File: config.mk
export PLATFORM = sky130hd
export DESIGN_NAME = rf_ctrl
export DESIGN_NICKNAME = d
export VERILOG_FILES = /design/src/rtl/rf_ctrl.sv
export SDC_FILE = /design/constraint.sdc
export NUM_CORES = 1
export LEC_CHECK = 0
export CORE_MARGIN = 2
export CORE_UTILIZATION = 42
export CTS_CLUSTER_DIAMETER = 80
export CTS_CLUSTER_SIZE = 28
export DETAILED_ROUTE_END_ITERATION = 10
export PLACE_DENSITY = 0.86
export SLEW_MARGIN = 20
export SYNTH_ARGS = -nofsm -noshare
export SYNTH_HDL_FRONTEND = slang
export SYNTH_SLANG_ARGS = --single-unit
File: constraint.sdc
create_clock -name clk -period 2.4 [get_ports clk]
set_clock_uncertainty 0.05 [all_clocks]
set_input_delay 0.6 -clock clk [delete_from_list [all_inputs] [get_ports clk]]
set_output_delay 0.6 -clock clk [all_outputs]
set_load 0.02 [all_outputs]
File: src/rtl/rf_ctrl.sv
`default_nettype none
// ============================================================================
// Module      : rf_ctrl
// Description : Two-requester round-robin command controller for a register
//               file. Supports WRITE, READ and CLEAR (sweep) commands.
// Revision    : 1.0 - initial release
// ============================================================================
module rf_ctrl #(
    parameter int N = 4,
    parameter int W = 8
) (
    input  logic         clk,
    input  logic         rst,
    input  logic         req0_valid,
    output logic         req0_ready,
    input  logic [1:0]   req0_op,
    input  logic [N-1:0] req0_addr,
    input  logic [W-1:0] req0_data,
    input  logic         req1_valid,
    output logic         req1_ready,
    input  logic [1:0]   req1_op,
    input  logic [N-1:0] req1_addr,
    input  logic [W-1:0] req1_data,
    output logic         resp_valid,
    output logic         resp_id,
    output logic [W-1:0] resp_data,
    output logic         resp_err,
    output logic         busy,
    output logic         rf_we,
    output logic [N-1:0] rf_addr_rd,
    output logic [W-1:0] rf_data_in,
    output logic [N-1:0] rf_addr_rs1,
    input  logic [W-1:0] rf_rs1
);

    typedef enum logic [1:0] {
        IDLE  = 2'd0,
        EXEC  = 2'd1,
        SWEEP = 2'd2,
        RESP  = 2'd3
    } state_t;

    localparam logic [1:0]   c_OP_WRITE = 2'b00;
    localparam logic [1:0]   c_OP_READ  = 2'b01;
    localparam logic [1:0]   c_OP_CLEAR = 2'b10;
    localparam logic [1:0]   c_OP_RSVD  = 2'b11;
    localparam logic [N-1:0] c_ADDR_MAX = {N{1'b1}};

    state_t       r_state;
    logic         r_last_grant;
    logic [N-1:0] r_cnt;
    logic [1:0]   r_op;
    logic [N-1:0] r_addr;
    logic [W-1:0] r_data;
    logic         r_id;

    logic         w_idle;
    logic         w_gnt0;
    logic         w_gnt1;
    logic [1:0]   w_op;
    logic [N-1:0] w_addr;
    logic [W-1:0] w_data;
    logic         w_exec_wr;
    logic         w_exec_rd;

    // On a tie the requester that did not win last time gets the grant.
    assign w_idle     = (r_state == IDLE);
    assign w_gnt0     = w_idle && req0_valid && (!req1_valid || r_last_grant);
    assign w_gnt1     = w_idle && req1_valid && (!req0_valid || !r_last_grant);
    assign req0_ready = w_gnt0;
    assign req1_ready = w_gnt1;

    assign w_op   = w_gnt1 ? req1_op   : req0_op;
    assign w_addr = w_gnt1 ? req1_addr : req0_addr;
    assign w_data = w_gnt1 ? req1_data : req0_data;

    // Address 0 is read-only: a WRITE there never reaches the register file.
    assign w_exec_wr = (r_state == EXEC) && (r_op == c_OP_WRITE) && (r_addr != '0);
    assign w_exec_rd = (r_state == EXEC) && (r_op == c_OP_READ);

    assign rf_we       = w_exec_wr || (r_state == SWEEP);
    assign rf_addr_rd  = (r_state == SWEEP) ? r_cnt : (w_exec_wr ? r_addr : '0);
    assign rf_data_in  = w_exec_wr ? r_data : '0;
    assign rf_addr_rs1 = w_exec_rd ? r_addr : '0;
    assign busy        = !w_idle;

    always_ff @(posedge clk) begin
        if (rst) begin
            r_state      <= IDLE;
            r_last_grant <= 1'b1;
            r_cnt        <= '0;
            r_op         <= '0;
            r_addr       <= '0;
            r_data       <= '0;
            r_id         <= 1'b0;
            resp_valid   <= 1'b0;
            resp_id      <= 1'b0;
            resp_data    <= '0;
            resp_err     <= 1'b0;
        end else begin
            resp_valid <= 1'b0;
            case (r_state)
                IDLE: begin
                    if (w_gnt0 || w_gnt1) begin
                        r_op         <= w_op;
                        r_addr       <= w_addr;
                        r_data       <= w_data;
                        r_id         <= w_gnt1;
                        r_last_grant <= w_gnt1;
                        if (w_op == c_OP_CLEAR) begin
                            r_cnt   <= N'(1);
                            r_state <= SWEEP;
                        end else begin
                            r_state <= EXEC;
                        end
                    end
                end
                EXEC: begin
                    r_state    <= RESP;
                    resp_valid <= 1'b1;
                    resp_id    <= r_id;
                    resp_data  <= w_exec_rd ? rf_rs1 : '0;
                    resp_err   <= (r_op == c_OP_RSVD) ||
                                  ((r_op == c_OP_WRITE) && (r_addr == '0));
                end
                SWEEP: begin
                    if (r_cnt == c_ADDR_MAX) begin
                        r_cnt      <= '0;
                        r_state    <= RESP;
                        resp_valid <= 1'b1;
                        resp_id    <= r_id;
                        resp_data  <= '0;
                        resp_err   <= 1'b0;
                    end else begin
                        r_cnt <= r_cnt + N'(1);
                    end
                end
                RESP: begin
                    r_state <= IDLE;
                end
                default: begin
                    r_state <= IDLE;
                end
            endcase
        end
    end

endmodule
`default_nettype wire

Word-level counts from Yosys, hierarchy flattened
Index checks and enable logic that the tools add are counted.
{"block": "op_classes", "n_addsub": 1, "n_reduce_logical": 27, "muxes": 24, "eq_ne": 10}
{"op": "8-bit 2-to-1 mux", "n": 4}
{"op": "4-bit 2-to-1 mux", "n": 7}
{"op": "8-bit one-hot mux with 2 select lines", "n": 1}
{"op": "2-bit equality test (second input constant)", "n": 4}
{"op": "1-bit logical AND", "n": 8}
{"op": "2-bit 2-to-1 mux", "n": 4}
{"op": "2-bit one-hot mux with 4 select lines", "n": 1}
{"op": "4-bit one-hot mux with 2 select lines", "n": 1}
{"op": "2-bit by 1-bit inequality test with 1-bit output (second input constant)", "n": 3}
{"op": "1-bit one-hot mux with 2 select lines", "n": 3}
{"op": "2-bit AND reduction", "n": 3}
{"op": "1-bit logical OR", "n": 5}
{"op": "4-bit by 1-bit adder with 4-bit output (second input constant)", "n": 1}
{"op": "2-bit by 1-bit equality test with 1-bit output (second input constant)", "n": 2}
{"op": "4-bit equality test (second input constant)", "n": 1}
{"op": "1-bit zero test", "n": 4}
{"op": "2-bit zero test", "n": 2}
{"op": "4-bit zero test", "n": 1}
{"op": "2-bit nonzero test", "n": 2}
{"op": "4-bit nonzero test", "n": 1}
{"op": "1-bit 2-to-1 mux", "n": 3}
{"op": "3-bit AND reduction", "n": 1}
{"block": "word_totals", "regBits": 33, "word_cells": 73, "output_inout_bits": 31}

Longest topological paths before layout
Gate-level depths: netlist (run 1).
{"block": "logic_depth", "ltp_word": 8, "ltp_mapped": 7, "mapped_depth_nobuf": 7}

Worst setup path after synthesis (run 1)
Ideal clock, no wire load.
{"block": "synth_timing", "path_kind": "reg2out", "start": "reg r_state[1]", "end": "out rf_addr_rd[0]", "arrival_ns": 1.665, "path_buffers": 1, "required_time_ns": 1.750, "path_stages_with_launch": 7, "slack_ns": 0.085, "cell_sequence": "dfxtp_1 > inv_1 > ha_1 > nor3b_1 > clkbuf_1 > nand2_1 > o21ai_0"}
{"block": "synth_via", "elab_chain_len": 5, "elab_cells_between_ends": 6}
{"item": "from (decl)", "line": "49", "source": "state_t r_state;"}
{"item": "from (signal assigned)", "line": "89", "source": "r_state <= IDLE;"}
{"item": "from (signal assigned)", "line": "112", "source": "r_state <= SWEEP;"}
{"item": "from (signal assigned)", "line": "114", "source": "r_state <= EXEC;"}
{"item": "2-bit by 1-bit equality test with 1-bit output", "line": "78", "source": "assign w_exec_wr = (r_state == EXEC) && (r_op == c_OP_WRITE) && (r_addr != '0);"}
{"item": "1-bit logical AND (2 in a row)", "line": "78"}
{"item": "4-bit 2-to-1 mux", "line": "82", "source": "assign rf_addr_rd = (r_state == SWEEP) ? r_cnt : (w_exec_wr ? r_addr : '0);"}
{"item": "4-bit 2-to-1 mux *", "line": "82"}
{"item": "to (decl)", "line": "30", "source": "output logic [N-1:0] rf_addr_rd,"}
Mark *: on every way between the ends. The rest lies on a longest branch, timed or not.

Worst setup path after layout (run 1)
{"block": "layout_timing", "start": "reg r_state[1]", "end": "out rf_data_in[2]"}
{"block": "layout_via", "elab_chain_len": 4}
{"item": "2-bit by 1-bit equality test with 1-bit output", "line": "78"}
{"item": "1-bit logical AND (2 in a row)", "line": "78"}
{"item": "8-bit 2-to-1 mux", "line": "83", "source": "assign rf_data_in = w_exec_wr ? r_data : '0;"}
{"item": "to (decl)", "line": "31", "source": "output logic [W-1:0] rf_data_in,"}
No other way between the ends.

==> impl_table.tex, run 1 <==
\begin{tabular}{lr}
\hline
Metric & Value \\
\hline
\multicolumn{2}{l}{\textbf{Outcome}} \\
\quad Outcome & complete, no violations \\
\multicolumn{2}{l}{\textbf{Die}} \\
\quad Ports & 71 \\
\quad Core area & 3943 um\^{}2 \\
\quad Initial core utilization & 42.78\% \\
\quad Die span in x & 67.37 um \\
\quad Die Area & 4539 um\^{}2 \\
\quad Die H & 67.37 um \\
\quad Core Rows & 23 \\
\multicolumn{2}{l}{\textbf{Global routing}} \\
\quad Overflow left after global routing & 0 \\
\quad All-Layer GR Usage & 24.12\% \\
\quad Number of antenna violations at the first check in global routing & 0 \\
\quad First-pass GRT wire length & 8.342 mm \\
\quad Largest net degree at the start of global routing & 18 \\
\quad Via count of the first global-routing pass & 1,859 \\
\multicolumn{2}{l}{\textbf{Place}} \\
\quad Total of buffers placed on input and output ports & 70 \\
\quad Routability congestion estimate & 0.7784 \\
\quad Placement Setup Slack & -0.2592 ns \\
\quad Final HPWL DP & 3.687 mm \\
\multicolumn{2}{l}{\textbf{Clocking}} \\
\quad Clock tree from TritonCTS & done \\
\quad Clock edge transition at the registers on the reported setup and hold paths & 0.07 ns \\
\quad Clock insertion delay at the later pin of the skew report & 0.29 ns \\
\quad \# clock sinks & 33 \\
\quad Number of buffers inserted during clock tree synthesis & 5 \\
\quad Total number of H-tree levels & 2 \\
\quad Clk Tree Root Cell & sky130\_fd\_sc\_hd\_\_clkbuf\_8 \\
\quad Maximum buffer depth of the clock tree & 2 \\
\multicolumn{2}{l}{\textbf{Critical path}} \\
\quad Startpoint of the lowest-slack register-to-register path & r\_state[0] \\
\quad Kind of cell with the highest combined delay on the critical path & buffers and inverters \\
\quad Req. time, crit path & 1.75 ns \\
\quad Category of the critical setup timing path & reg2out \\
\quad Worst path arrival time & 1.69 ns \\
\quad Buf+Inv Stages, Crit Path & 4 \\
\quad Number of cells on the worst reg-to-reg path & 9 \\
\quad Slack of the worst reg-to-reg path & 0.24 ns \\
\quad Reg-to-reg endpoint & r\_cnt[2] \\
\quad Critical Path Max Stage Delay & 0.33 ns \\
\quad Highest-delay cell along the critical path & sky130\_fd\_sc\_hd\_\_dfxtp\_2 \\
\quad Endpoint type of the worst setup path & primary output \\
\quad Ordered cell list for the critical path & inv\_1, ha\_1, nor3b\_2, buf\_4, buf\_12, and3\_2, buf\_2 \\
\quad Crit-path max FO & 8 \\
\quad Crit start category & register \\
\multicolumn{2}{l}{\textbf{Timing}} \\
\quad Final setup fails & 0 \\
\quad Worst setup slack after layout & 0.06058 ns \\
\quad Number of pins with negative max-slew slack in the final report & 0 \\
\quad Unrepaired setup endpoints after global routing & false \\
\quad Crit path time final & 2.339 ns \\
\quad Transition time at the pin with the least slew margin & 0.7126 ns \\
\quad Max Clock Freq & 427.5 MHz \\
\quad Total Negative Setup Slacks & 0 ns \\
\quad Number of hold violations in the final report & 0 \\
\quad Worst hold slack across all endpoints & 0.4239 ns \\
\quad Slew Limit Headroom & 52.44\% \\
\quad Post-route clock period utilization & 97.48\% \\
\multicolumn{2}{l}{\textbf{Drt}} \\
\quad Pre-Repair DR Iteration Count & 4 \\
\quad Detail-routed net length per standard cell & 14.45 um \\
\quad Post-detailed-route count of antenna-violating nets & 0 \\
\quad Detailed Route Iter0 Violations & 109 \\
\quad Avg Vias per Cell & 5.454 \\
\quad Final routed DRC violation total & 0 \\
\quad Routed wire length & 5.028 mm \\
\quad Count of vias placed by the detailed router & 1,898 \\
\multicolumn{2}{l}{\textbf{Min path}} \\
\quad Startpoint of the lowest-slack hold path & resp\_err \\
\quad Hold WC Path Type & reg2reg \\
\quad Hold path cells & 2 \\
\quad Hold worst-path end & resp\_err \\
\multicolumn{2}{l}{\textbf{Power}} \\
\quad Peak VDD IR & 0.0004874 V \\
\quad Pwr Density & 933.9 nW/um\^{}2 \\
\quad Leakage power & 1.147 nW \\
\multicolumn{2}{l}{\textbf{Logic synthesis}} \\
\quad Most common cell in the netlist & sky130\_fd\_sc\_hd\_\_dfxtp\_1 \\
\quad Yosys synthesis warning count & 0 \\
\quad Number of flops mapped to enable cells by yosys & 0 \\
\quad Post-synthesis cell area & 1687 um\^{}2 \\
\quad Top cells by area, synth & sky130\_fd\_sc\_hd\_\_dfxtp\_1 39\%, sky130\_fd\_sc\_hd\_\_nor2\_1 6.2\%, sky130\_fd\_sc\_hd\_\_o22ai\_1 4.5\% \\
\quad Post-synthesis area per instance & 8.187 um\^{}2 \\
\quad Commonest cells post-synth & 33 x sky130\_fd\_sc\_hd\_\_dfxtp\_1, 28 x sky130\_fd\_sc\_hd\_\_nor2\_1, 18 x sky130\_fd\_sc\_hd\_\_nand2\_1 \\
\quad Cell accounting for the most synthesized area & sky130\_fd\_sc\_hd\_\_dfxtp\_1 \\
\quad Share of the yosys chip area belonging to registers & 39.17\% \\
\quad Post-Synthesis Net Count & 250 \\
\quad Flops \& latches, synth & 33 \\
\quad Most used DFF post-synth & sky130\_fd\_sc\_hd\_\_dfxtp\_1 \\
\quad Cells after Synth & 206 \\
\quad Synth async-reset ratio & 0\% \\
\quad Distinct cells, synth & 43 \\
\quad Top cell type's share of synthesized area & 39.17\% \\
\multicolumn{2}{l}{\textbf{Finish}} \\
\quad Share of final-layout standard cells stronger than drive strength 1 & 24.83\% \\
\quad Diode count & 0 \\
\quad Final core utilization & 65.69\% \\
\quad Net count of the finished layout & 341 \\
\quad Post-synthesis to final-layout area growth & 53.56\% \\
\multicolumn{2}{l}{\textbf{Job}} \\
\quad \# Max-Cap Violations & 0 \\
\hline
\end{tabular}
through the flow:
stage	cell area, um^2	cells	power (W)
global route	2590	348	0.002579
floorplan	1687	206	0.001500
finish	2590	348	0.002419
CTS	2615	348	0.002416
detailed placement	2570	339	0.002012
global placement	2567	339	0.001976
placed cells by master, fill, tap and decap left out, types with 3 or more instances in the layout:
cell type	netlist	layout
sky130_fd_sc_hd__clkdlybuf4s50_1	0	50
sky130_fd_sc_hd__dfxtp_1	33	32
sky130_fd_sc_hd__buf_4	0	29
sky130_fd_sc_hd__nor2_1	28	27
sky130_fd_sc_hd__nand2_1	18	18
sky130_fd_sc_hd__nor3_1	13	13
sky130_fd_sc_hd__o22ai_1	12	12
sky130_fd_sc_hd__buf_2	0	10
sky130_fd_sc_hd__inv_1	9	9
sky130_fd_sc_hd__and3_2	8	8
sky130_fd_sc_hd__a22oi_1	8	8
sky130_fd_sc_hd__o21ai_0	8	7
sky130_fd_sc_hd__a21oi_1	7	7
sky130_fd_sc_hd__clkbuf_2	1	7
sky130_fd_sc_hd__clkbuf_8	2	5
sky130_fd_sc_hd__mux2i_1	4	4
sky130_fd_sc_hd__ha_1	4	4
sky130_fd_sc_hd__and2_1	3	3
sky130_fd_sc_hd__nand2b_1	3	3
tightest hold or removal path, delay by kind of cell, from the launching register on:
kind	cells	cell delay (ns)
AO/OA/AOI/OAI	1	0.05
AND/OR/NAND/NOR	1	0.07
flip-flops	1	0.31
flip-flops by register name, summed over array words and instances, names as in the netlist, 2 cells and up:
register	count
r_op	2
resp_data	8
r_data	8
r_addr	4
r_state	2
r_cnt	4
cell families (layout without fill, tap and decap cells):
| logic type | count (synthesis) | count (layout) | share of synthesized area, % |
|---|---|---|---|
| AOI/OAI and AO/OA | 54 | 54 | 21.59 |
| muxes | 5 | 5 | 3.042 |
| adders and majority gates | 4 | 4 | 2.967 |
| buffers and inverters | 22 | 114 | 6.602 |
| DFF | 33 | 33 | 39.17 |
| and+or+nand+nor | 88 | 88 | 26.63 |
how the worst max path moves through the flow:
stage                from  slack (ns)  cells past startpoint             to
2_1_floorplan  r_state[1]        0.09                      6  rf_addr_rd[0]
3_3_place_gp   req0_valid       -0.25                      6     req1_ready
3_5_place_dp   req1_valid       -0.26                      6     req0_ready
4_1_cts         r_addr[0]       0.006                      3  rf_data_in[6]
5_1_grt        r_state[1]       0.001                      7  rf_data_in[5]
6_report       r_state[1]        0.06                      7  rf_data_in[2]
where the power goes:
group	switching [W]	internal (W)
clock	0.000210	0.000200
sequential	0.0000931	0.000691
combinational	0.000664	0.000561
final cells by class:
cell class / count / area (um^2)
inverters: 9 / 33.78
multi-input cells: 151 / 922.1
clock buffers: 5 / 68.82
flip-flops and latches: 33 / 661.9
fillers: 330 / 1353
clock inverters: 3 / 17.52
well taps: 50 / 62.56
repair buffers: 97 / 823.3
routing by layer:
layer	wire [um]	up-vias	global-route usage (%)
li1	-	919	-
met1	2037	869	28.89
met2	2420	94	40.84
met3	412	16	6.333
met4	158	0	9.949
met5	0	-	0
timing repair:
| item | 4_1_cts | 5_1_grt |
|---|---|---|
| hold buffers | 0 | 0 |
| setup endpoints to repair | 20 | 15 |
| resized for setup | 64 | 19 |
| hold endpoints to repair | 0 | 0 |
| buffers inserted | 1 | 0 |
(Power assumes the default switching activity.)
==> run 2: changes to the inputs <==
--- a/config.mk
+++ b/config.mk
@@ -11,6 +11,7 @@
 export CTS_CLUSTER_SIZE = 28
 export DETAILED_ROUTE_END_ITERATION = 10
 export PLACE_DENSITY = 0.86
+export SKIP_LAST_GASP = 1
 export SLEW_MARGIN = 20
 export SYNTH_ARGS = -nofsm -noshare
 export SYNTH_HDL_FRONTEND = slang
==> run 2 against run 1 <==
  * First-iteration DRC count decreased by 6.4%
  * Cell count did not move
  * Flip-flop and latch count unchanged
  * Clock power hardly changed
  * Sequential share of layout area barely moved
  * Hold slack about the same
  * Combinational power about the same
  * Fmax shrank 0.31%
  * Critical endpoint is now rf_addr_rd[1]
  * Largest power group unchanged
==> impl_table.tex, run 2 (synthesized netlist as in run 1, its figures left out) <==
\begin{tabular}{lr}
\hline
Metric & Value \\
\hline
\multicolumn{2}{l}{\textbf{Outcome}} \\
\quad Outcome & complete, no violations \\
\multicolumn{2}{l}{\textbf{Clocking}} \\
\quad Number of buffers inserted during clock tree synthesis & 5 (unchanged) \\
\quad Total number of H-tree levels & 2 (unchanged) \\
\quad Clock insertion delay at the later pin of the skew report & 0.29 ns (about the same) \\
\quad Clock edge transition at the registers on the reported setup and hold paths & 0.07 ns (about the same) \\
\quad \# hold bufs at CTS & 0 (unchanged) \\
\quad \# clock sinks & 33 (unchanged) \\
\quad Clock tree from TritonCTS & done \\
\quad Clk Tree Root Cell & sky130\_fd\_sc\_hd\_\_clkbuf\_8 \\
\quad Maximum buffer depth of the clock tree & 2 (unchanged) \\
\multicolumn{2}{l}{\textbf{Die}} \\
\quad Die H & 67.37 um (unchanged) \\
\quad Core area & 3943 um\^{}2 (unchanged) \\
\quad Die span in x & 67.37 um (unchanged) \\
\quad Die Area & 4539 um\^{}2 (unchanged) \\
\quad Core Rows & 23 (unchanged) \\
\quad Ports & 71 (unchanged) \\
\quad Initial core utilization & 42.78\% (unchanged) \\
\multicolumn{2}{l}{\textbf{Place}} \\
\quad Final HPWL DP & 3.687 mm (unchanged) \\
\quad Total of buffers placed on input and output ports & 70 (unchanged) \\
\quad Routability congestion estimate & 0.7784 (unchanged) \\
\quad Number of cells after detailed placement & 339 (unchanged) \\
\multicolumn{2}{l}{\textbf{Timing}} \\
\quad Post-route clock period utilization & 97.78\% (+0.30 points) \\
\quad Slew Limit Headroom & 53.19\% (+0.75 points) \\
\quad Number of hold violations in the final report & 0 (unchanged) \\
\quad Number of pins with negative max-slew slack in the final report & 0 (unchanged) \\
\quad Transition time at the pin with the least slew margin & 0.7013 ns (-0.01130 ns) \\
\quad Final setup fails & 0 (unchanged) \\
\quad Unrepaired setup endpoints after global routing & true \\
\quad Worst hold slack across all endpoints & 0.4239 ns (+0.00001600 ns) \\
\quad Crit path time final & 2.347 ns (+0.007287 ns) \\
\quad Max Clock Freq & 426.1 MHz (-0.31\%) \\
\multicolumn{2}{l}{\textbf{Min path}} \\
\quad Hold WC Path Type & reg2reg \\
\quad Hold worst-path end & resp\_err \\
\quad Hold path cells & 2 (unchanged) \\
\quad Startpoint of the lowest-slack hold path & resp\_err \\
\multicolumn{2}{l}{\textbf{Global routing}} \\
\quad First-pass GRT wire length & 8.349 mm (about the same) \\
\quad Via count of the first global-routing pass & 1,859 (unchanged) \\
\quad All-Layer GR Usage & 24.16\% (+0.035 points) \\
\quad Number of antenna violations at the first check in global routing & 0 (unchanged) \\
\quad Largest net degree at the start of global routing & 18 (unchanged) \\
\quad Overflow left after global routing & 0 (unchanged) \\
\multicolumn{2}{l}{\textbf{Power}} \\
\quad Pwr Density & 933.8 nW/um\^{}2 (about the same) \\
\quad Leakage power & 1.146 nW (about the same) \\
\quad Peak VDD IR & 0.0004856 V (-0.37\%) \\
\multicolumn{2}{l}{\textbf{Drt}} \\
\quad Detailed Route Iter0 Violations & 102 (-6.4\%) \\
\quad Post-detailed-route count of antenna-violating nets & 0 (unchanged) \\
\quad Final routed DRC violation total & 0 (unchanged) \\
\quad Count of vias placed by the detailed router & 1,893 (-0.26\%) \\
\quad Pre-Repair DR Iteration Count & 4 (unchanged) \\
\quad Routed wire length & 5.004 mm (-0.48\%) \\
\quad Avg Vias per Cell & 5.440 (-0.26\%) \\
\quad Detail-routed net length per standard cell & 14.38 um (-0.48\%) \\
\multicolumn{2}{l}{\textbf{Critical path}} \\
\quad Reg-to-reg endpoint & r\_cnt[2] \\
\quad Highest-delay cell along the critical path & sky130\_fd\_sc\_hd\_\_dfxtp\_2 \\
\quad Slack of the worst reg-to-reg path & 0.24 ns (about the same) \\
\quad Category of the critical setup timing path & reg2out \\
\quad Endpoint type of the worst setup path & primary output \\
\quad Ordered cell list for the critical path & inv\_1, ha\_1, nor3b\_2, buf\_4, nand2\_1, o21ai\_1, clkbuf\_2 \\
\quad Number of cells on the worst reg-to-reg path & 9 (unchanged) \\
\quad Req. time, crit path & 1.75 ns (about the same) \\
\quad Crit-path max FO & 6 (-2) \\
\quad Critical Path Max Stage Delay & 0.33 ns (about the same) \\
\quad Worst path arrival time & 1.70 ns (about the same) \\
\quad Startpoint of the lowest-slack register-to-register path & r\_state[0] \\
\quad Crit start category & register \\
\multicolumn{2}{l}{\textbf{Finish}} \\
\quad Diode count & 0 (unchanged) \\
\quad Share of final-layout standard cells stronger than drive strength 1 & 24.83\% (unchanged) \\
\quad Post-synthesis to final-layout area growth & 53.41\% (about the same) \\
\quad Commonest non-fill, non-tap cell in the layout & sky130\_fd\_sc\_hd\_\_clkdlybuf4s50\_1 \\
\quad Number of cells in the finished layout apart from fillers & 348 (unchanged) \\
\quad Largest registers & r\_data (8), resp\_data (8) \\
\quad Leading cell types in the layout, fill and taps excluded & 50 x sky130\_fd\_sc\_hd\_\_clkdlybuf4s50\_1, 32 x sky130\_fd\_sc\_hd\_\_dfxtp\_1, 28 x sky130\_fd\_sc\_hd\_\_buf\_4, 27 x sky130\_fd\_sc\_hd\_\_nor2\_1, 18 x sky130\_fd\_sc\_hd\_\_nand2\_1 \\
\quad Fill count & 331 (+0.30\%) \\
\quad Net count of the finished layout & 341 (unchanged) \\
\multicolumn{2}{l}{\textbf{Job}} \\
\quad \# Max-Cap Violations & 0 (unchanged) \\
\hline
\end{tabular}
-- run 2: cell count changes in the layout (fill, tap and decap cells not counted) --
| cell | delta |
|---|---|
| sky130_fd_sc_hd__clkbuf_2 | +1 |
| sky130_fd_sc_hd__buf_4 | -1 |
-- run 2: repair_timing --
action | 4_1_cts | 5_1_grt
setup buffers | 1 | 0
setup endpoints to repair | 20 | 15
hold endpoints to repair | 0 | 0
gates resized for setup | 60 | 21
-- run 2: final cells by class --
| cell class | instances | area (um^2) | area share [%] |
|---|---|---|---|
| Inverter | 9 | 33.78 | 1.306 |
| Multi-Input combinational cell | 151 | 922.1 | 35.64 |
| Sequential cell | 33 | 661.9 | 25.58 |
| Timing Repair Buffer | 97 | 820.8 | 31.72 |
| Clock inverter | 3 | 17.52 | 0.6770 |
| Clock buffer | 5 | 68.82 | 2.660 |
| Tap cell | 50 | 62.56 | 2.418 |
-- run 2: where the power goes --
part,switching (W),internal [W]
clock,0.000211,0.000200
sequential,0.0000920,0.000691
combinational,0.000663,0.000560
total,0.000965,0.00145
-- run 2: per-layer routing --
layer	vias up	routed length [um]	part of all wire [%]	global-route usage (%)
met3	16	421	8.4	6.500
met2	92	2403	48	40.84
met5	-	0	0	0
li1	919	-	-	-
met4	0	158	3.2	9.949
met1	866	2021	40	28.89
-- run 2: through the flow --
| stage | setup slack [ns] | utilization (%) | cell area (um^2) | power [W] | setup TNS (ns) |
|---|---|---|---|---|---|
| floorplan | 0.08502 | - | 1687 | 0.001500 | 0 |
| finish | 0.05329 | 65.63 | 2587 | 0.002416 | 0 |
| CTS | -0.09124 | 66.42 | 2619 | 0.002417 | -0.09124 |
| global route | -0.01656 | 65.63 | 2587 | 0.002578 | -0.01656 |
| global placement | -0.2456 | 65.12 | 2567 | 0.001976 | -4.032 |
| detailed placement | -0.2592 | 65.19 | 2570 | 0.002012 | -0.8249 |
-- run 2: critical path, delay by kind of cell (launching register included) --
kind / cells / cell delay [ns]
AOI/OAI and AO/OA: 1 / 0.18
and+or+nand+nor: 2 / 0.27
DFF: 1 / 0.33
adders and majority gates: 1 / 0.18
buffers and inverters: 3 / 0.47
-- run 2: worst max path at each step --
stage	start	endpoint	slack, ns	cells past startpoint
floorplan	r_state[1]	rf_addr_rd[0]	0.09	6
finish	r_state[1]	rf_addr_rd[1]	0.05	7
detailed placement	req1_valid	req0_ready	-0.26	6
global route	r_state[1]	rf_addr_rd[1]	-0.02	7
global placement	req0_valid	req1_ready	-0.25	6
CTS	r_state[1]	rf_addr_rd[1]	-0.09	7
